**src/rtl/alu_serial_subtractor.sv**
```systemverilog
// Bit-serial subtractor: A-B computed LSB first through one full-subtractor cell,
// delivered as a sign-extended 2*WIDTH two's-complement result with a done pulse.
module alu_serial_subtractor #(
  parameter int unsigned WIDTH = 4
) (
  input  logic               clk,
  input  logic               rst_n,
  input  logic               start,
  input  logic [WIDTH-1:0]   A,
  input  logic [WIDTH-1:0]   B,
  output logic               busy,
  output logic               done,
  output logic [2*WIDTH-1:0] out,
  output logic               borrow
);

  localparam int unsigned    CW   = $clog2(WIDTH + 1);
  localparam logic [CW-1:0]  LAST = CW'(WIDTH - 1);

  localparam logic [1:0] S_IDLE = 2'd0;
  localparam logic [1:0] S_RUN  = 2'd1;
  localparam logic [1:0] S_DONE = 2'd2;

  logic [1:0]       state;
  logic [WIDTH-1:0] a_sh;
  logic [WIDTH-1:0] b_sh;
  logic [WIDTH-2:0] res;
  logic             br;
  logic [CW-1:0]    cnt;

  logic             d;
  logic             br_next;
  logic [WIDTH-1:0] diff;

  // The last difference bit is never stored in res; it is joined on the final edge.
  always_comb begin
    d       = a_sh[0] ^ b_sh[0] ^ br;
    br_next = (~a_sh[0] & b_sh[0]) | (~(a_sh[0] ^ b_sh[0]) & br);
    diff    = {d, res};
  end

  always_ff @(posedge clk or negedge rst_n) begin
    if (!rst_n) begin
      state  <= S_IDLE;
      a_sh   <= '0;
      b_sh   <= '0;
      res    <= '0;
      br     <= 1'b0;
      cnt    <= '0;
      busy   <= 1'b0;
      done   <= 1'b0;
      out    <= '0;
      borrow <= 1'b0;
    end else begin
      case (state)
        // DONE behaves like IDLE for a new request so back-to-back ops lose no cycle.
        S_IDLE, S_DONE: begin
          done <= 1'b0;
          if (start) begin
            a_sh  <= A;
            b_sh  <= B;
            br    <= 1'b0;
            cnt   <= '0;
            busy  <= 1'b1;
            state <= S_RUN;
          end else begin
            state <= S_IDLE;
          end
        end
        S_RUN: begin
          res  <= diff[WIDTH-1:1];
          a_sh <= a_sh >> 1;
          b_sh <= b_sh >> 1;
          br   <= br_next;
          cnt  <= cnt + CW'(1);
          if (cnt == LAST) begin
            out    <= {{WIDTH{br_next}}, diff};
            borrow <= br_next;
            busy   <= 1'b0;
            done   <= 1'b1;
            state  <= S_DONE;
          end
        end
        default: begin
          state <= S_IDLE;
          busy  <= 1'b0;
          done  <= 1'b0;
        end
      endcase
    end
  end

endmodule

```
**config.mk**
```make
export PLATFORM = sky130hd
export DESIGN_NAME = alu_serial_subtractor
export DESIGN_NICKNAME = d
export VERILOG_FILES = /design/src/rtl/alu_serial_subtractor.sv
export SDC_FILE = /design/constraint.sdc
export NUM_CORES = 1
export LEC_CHECK = 0
export CAP_MARGIN = 5
export CORE_ASPECT_RATIO = 1.25
export CORE_MARGIN = 2
export CORE_UTILIZATION = 53
export DETAILED_ROUTE_END_ITERATION = 8
export PLACE_DENSITY = 0.82
export RECOVER_POWER = 50
export SLEW_MARGIN = 20
export SYNTH_ARGS = -nofsm -noshare
export SYNTH_HDL_FRONTEND = slang
export SYNTH_SLANG_ARGS = --single-unit
```
**constraint.sdc**
```tcl
create_clock -name clk -period 4.2 [get_ports clk]
set_clock_uncertainty 0.05 [all_clocks]
set_input_delay 0.42 -clock clk [delete_from_list [all_inputs] [get_ports clk]]
set_output_delay 0.42 -clock clk [all_outputs]
set_load 0.005 [all_outputs]
```
==> metrics.txt <==
Critical R2R Launch=done$_DFFE_PN0P_; Tightest Hold Check Type=primary input to async pin; Final Power=between 0.9 and 1 mW; leak pwr=0.587 nW; worst-path cell with the longest stage delay=dfrtp_1; Pre-antenna DRT Iters=4; met3 usage=0.0195; fin crit period=2.14 ns; Net Sw Frac=0.332; Logic pwr share=0.436; DRC viols=0; status=finished clean; number of global-route vias before repair=714; Synth cell types=24; Final TNS setup=0 ns; cell row count=18; warnings from Yosys=0; CP Launch Type=register; Seq/Total Area, Yosys=0.518; hpwl dp=1330 um; # clock sinks=23; Stages on worst setup path=1; CP Capture Type=output pin; initial antenna violation count=0; Final ANT Viol Nets=0; Antenna Cells=0; CP Class=register to output pin; routing usage on met1=0.230; routed vias=between 700 and 800; RR Endpoint=out[2]$_DFFE_PN0P_; Seq cells post-synth=23; Worst-Skew Late Latency=0.30 ns; CP Buf/Inv Count=1; die area=around 2500 sq um; endpoints failing hold=0; Max Slew Vio Count=0; Vias/cell=5.72; fin cells=124; CTS Buf Count=3; Final GP Congestion=0.708; # H-tree levels=1; Rel. slew slack=0.196; cell area after synthesis=about 1100 sq um; most frequent cells in the layout=23 x dfrtp_1, 19 x clkdlybuf4s50_1, 8 x a22o_1; Synth area leaders=dfrtp_1 52%, mux2_2 7.1%, a22o_1 6.3%; I/O pins=22; Max VDD drop=between 0.0004 and 0.0005 V; Worst EP required=3.73 ns; NetSw=approximately 0.31 mW; post-CTS sizing=0; CTS Hold Bufs=0; die width=45.0 um; Initial Utilization=0.561; critical path endpoint=done; max_cap viols=0; first-pass GRT wire length=3230 um; CTS tree=built; Final Net Count=119; largest net degree at the start of global routing=24; Synth Net Count=102; Sequential Power Share=0.456; WL per Instance=14.7 um; Cell Count Post-Placement=120; chip height=around 55 um; Crit. Startpoint=done$_DFFE_PN0P_; Most Used Layer, Global Route=met2; Least-Margin Pin Slew=1.21 ns; final setup fails=0; top cell type's share of synthesized area=0.518; power per cell area=roughly 720 nW/um^2; worst r2r path cells=2; Worst EP arrival=around 1.7 ns; leading area contributor after synthesis=dfrtp_1; RSZ-0062 raised after global routing=false; CTS clock-pin slew for the worst setup and hold paths=0.12 ns; area of the core=1980 sq um; R2R Setup Slk=2.57 ns; Tot GR Track Use=0.182; CTS Buffer Depth=2; global route overflow=0; slowest stage delay, CP=between 0.7 and 0.8 ns; met2 Resource Use GR=0.317; CP top delay family=flip-flops; commonest non-fill, non-tap cell in the layout=dfrtp_1; # Post-CTS Setup Buffers=0; IO buf count=21; worst-path cell chain=clkdlybuf4s50_1; fmax=0.467 GHz; share of post-route cells with drive strength above 1=0.115; DR iter-0 viols=3; Mapped Avg Cell Area=12.6 sq um; root buffer cell=clkbuf_4; synthesized netlist cell count=88; Int Power=~0.6 mW; area growth from synthesis to layout=15.3%; CP Max Fanout=12; period utilisation layout=0.510; wirelength, routed=1820 um; Clock Power Share=0.108
## flip-flops by register name, indices dropped and copies added, names as in the netlist
register	flops
br	1
res	3
b_sh	4
busy	1
cnt	3
a_sh	4
state	1
out	5
done	1
## final cells by class
| type | count | area [sq um] |
|---|---|---|
| clock buffer | 4 | 26.3 |
| fill | 164 | 701 |
| inverter | 4 | 15.0 |
| multi-input combinational | 52 | 435 |
| sequential | 23 | 576 |
| tap | 20 | 25.0 |
| timing repair buffer | 21 | 204 |
## logic make-up (layout without fill, tap and decap cells)
logic type,count (synthesis),after routing,share of synthesized area
compound gates,21,21,0.137
xor+xnor,1,1,0.00788
fa+ha+maj,3,3,0.0405
buf+inv,13,29,0.0788
flops,23,23,0.518
mux,14,14,0.139
simple gates,13,13,0.0788
## per-layer routing
layer / share of wire / routed length [um] / up-vias
li1: - / - / 338
met1: 0.44 / 804 / 356
met2: 0.52 / 957 / 11
met3: 0.021 / 38 / 4
met4: 0.013 / 23 / 0
met5: 0 / 0 / -
## power by group through the flow
stage               Combinational [mW]  Clock, mW  Sequential (mW)
floorplan                        0.339          0            0.382
global placement                 0.396          0            0.420
detailed placement               0.411          0            0.428
CTS                              0.414      0.105            0.423
global route                     0.453      0.115            0.438
finish                           0.402     0.0999            0.420
## synth_stat cells
| cell | count |
|---|---|
| nor2_1 | 4 |
| and2b_1 | 1 |
| fa_1 | 1 |
| mux2_4 | 1 |
| nand3b_4 | 1 |
| nor2b_1 | 3 |
| xnor2_1 | 1 |
| mux2_2 | 7 |
| mux2i_1 | 6 |
| ha_1 | 2 |
| inv_1 | 4 |
| buf_6 | 3 |
| o21ai_0 | 3 |
| nand2_1 | 2 |
| a211oi_1 | 3 |
| a21oi_1 | 3 |
| nand3_1 | 1 |
| dfrtp_1 | 23 |
| nor2b_4 | 1 |
| a22o_1 | 8 |
| buf_2 | 1 |
| clkbuf_1 | 1 |
| buf_4 | 4 |
| a21o_1 | 4 |
## worst register-to-register path: stages (launching register included)
cell and delay [ns]:
dfrtp_1 0.75, nand3b_1 0.36, mux2_2 0.38
## worst min-delay path by stage
stage	startpoint	endpoint	slack [ns]	cells past startpoint
3_3_place_gp	a_sh[2]$_DFFE_PN0P_	a_sh[2]$_DFFE_PN0P_	0.41	1
4_1_cts	b_sh[2]$_DFFE_PN0P_	b_sh[2]$_DFFE_PN0P_	0.46	1
2_1_floorplan	rst_n	a_sh[0]$_DFFE_PN0P_	0.07	0
6_report	rst_n	cnt[2]$_DFFE_PN0P_	0.28	1
3_5_place_dp	b_sh[2]$_DFFE_PN0P_	b_sh[2]$_DFFE_PN0P_	0.43	1
5_1_grt	rst_n	b_sh[0]$_DFFE_PN0P_	0.39	1
## stage by stage
| step | hold slack (ns) | area [sq um] | util | setup WS [ns] |
|---|---|---|---|---|
| 6_report | 0.277 | 1280 | 0.646 | 2.06 |
| 5_1_grt | 0.386 | 1280 | 0.646 | 1.97 |
| 4_1_cts | 0.456 | 1300 | 0.656 | 2.03 |
| 3_5_place_dp | 0.433 | 1270 | 0.643 | 2.34 |
| 3_3_place_gp | 0.410 | 1270 | 0.643 | 2.40 |
| 2_1_floorplan | 0.0744 | 1110 | - | 2.80 |
No activity file was read; power rests on OpenSTA's default activity.
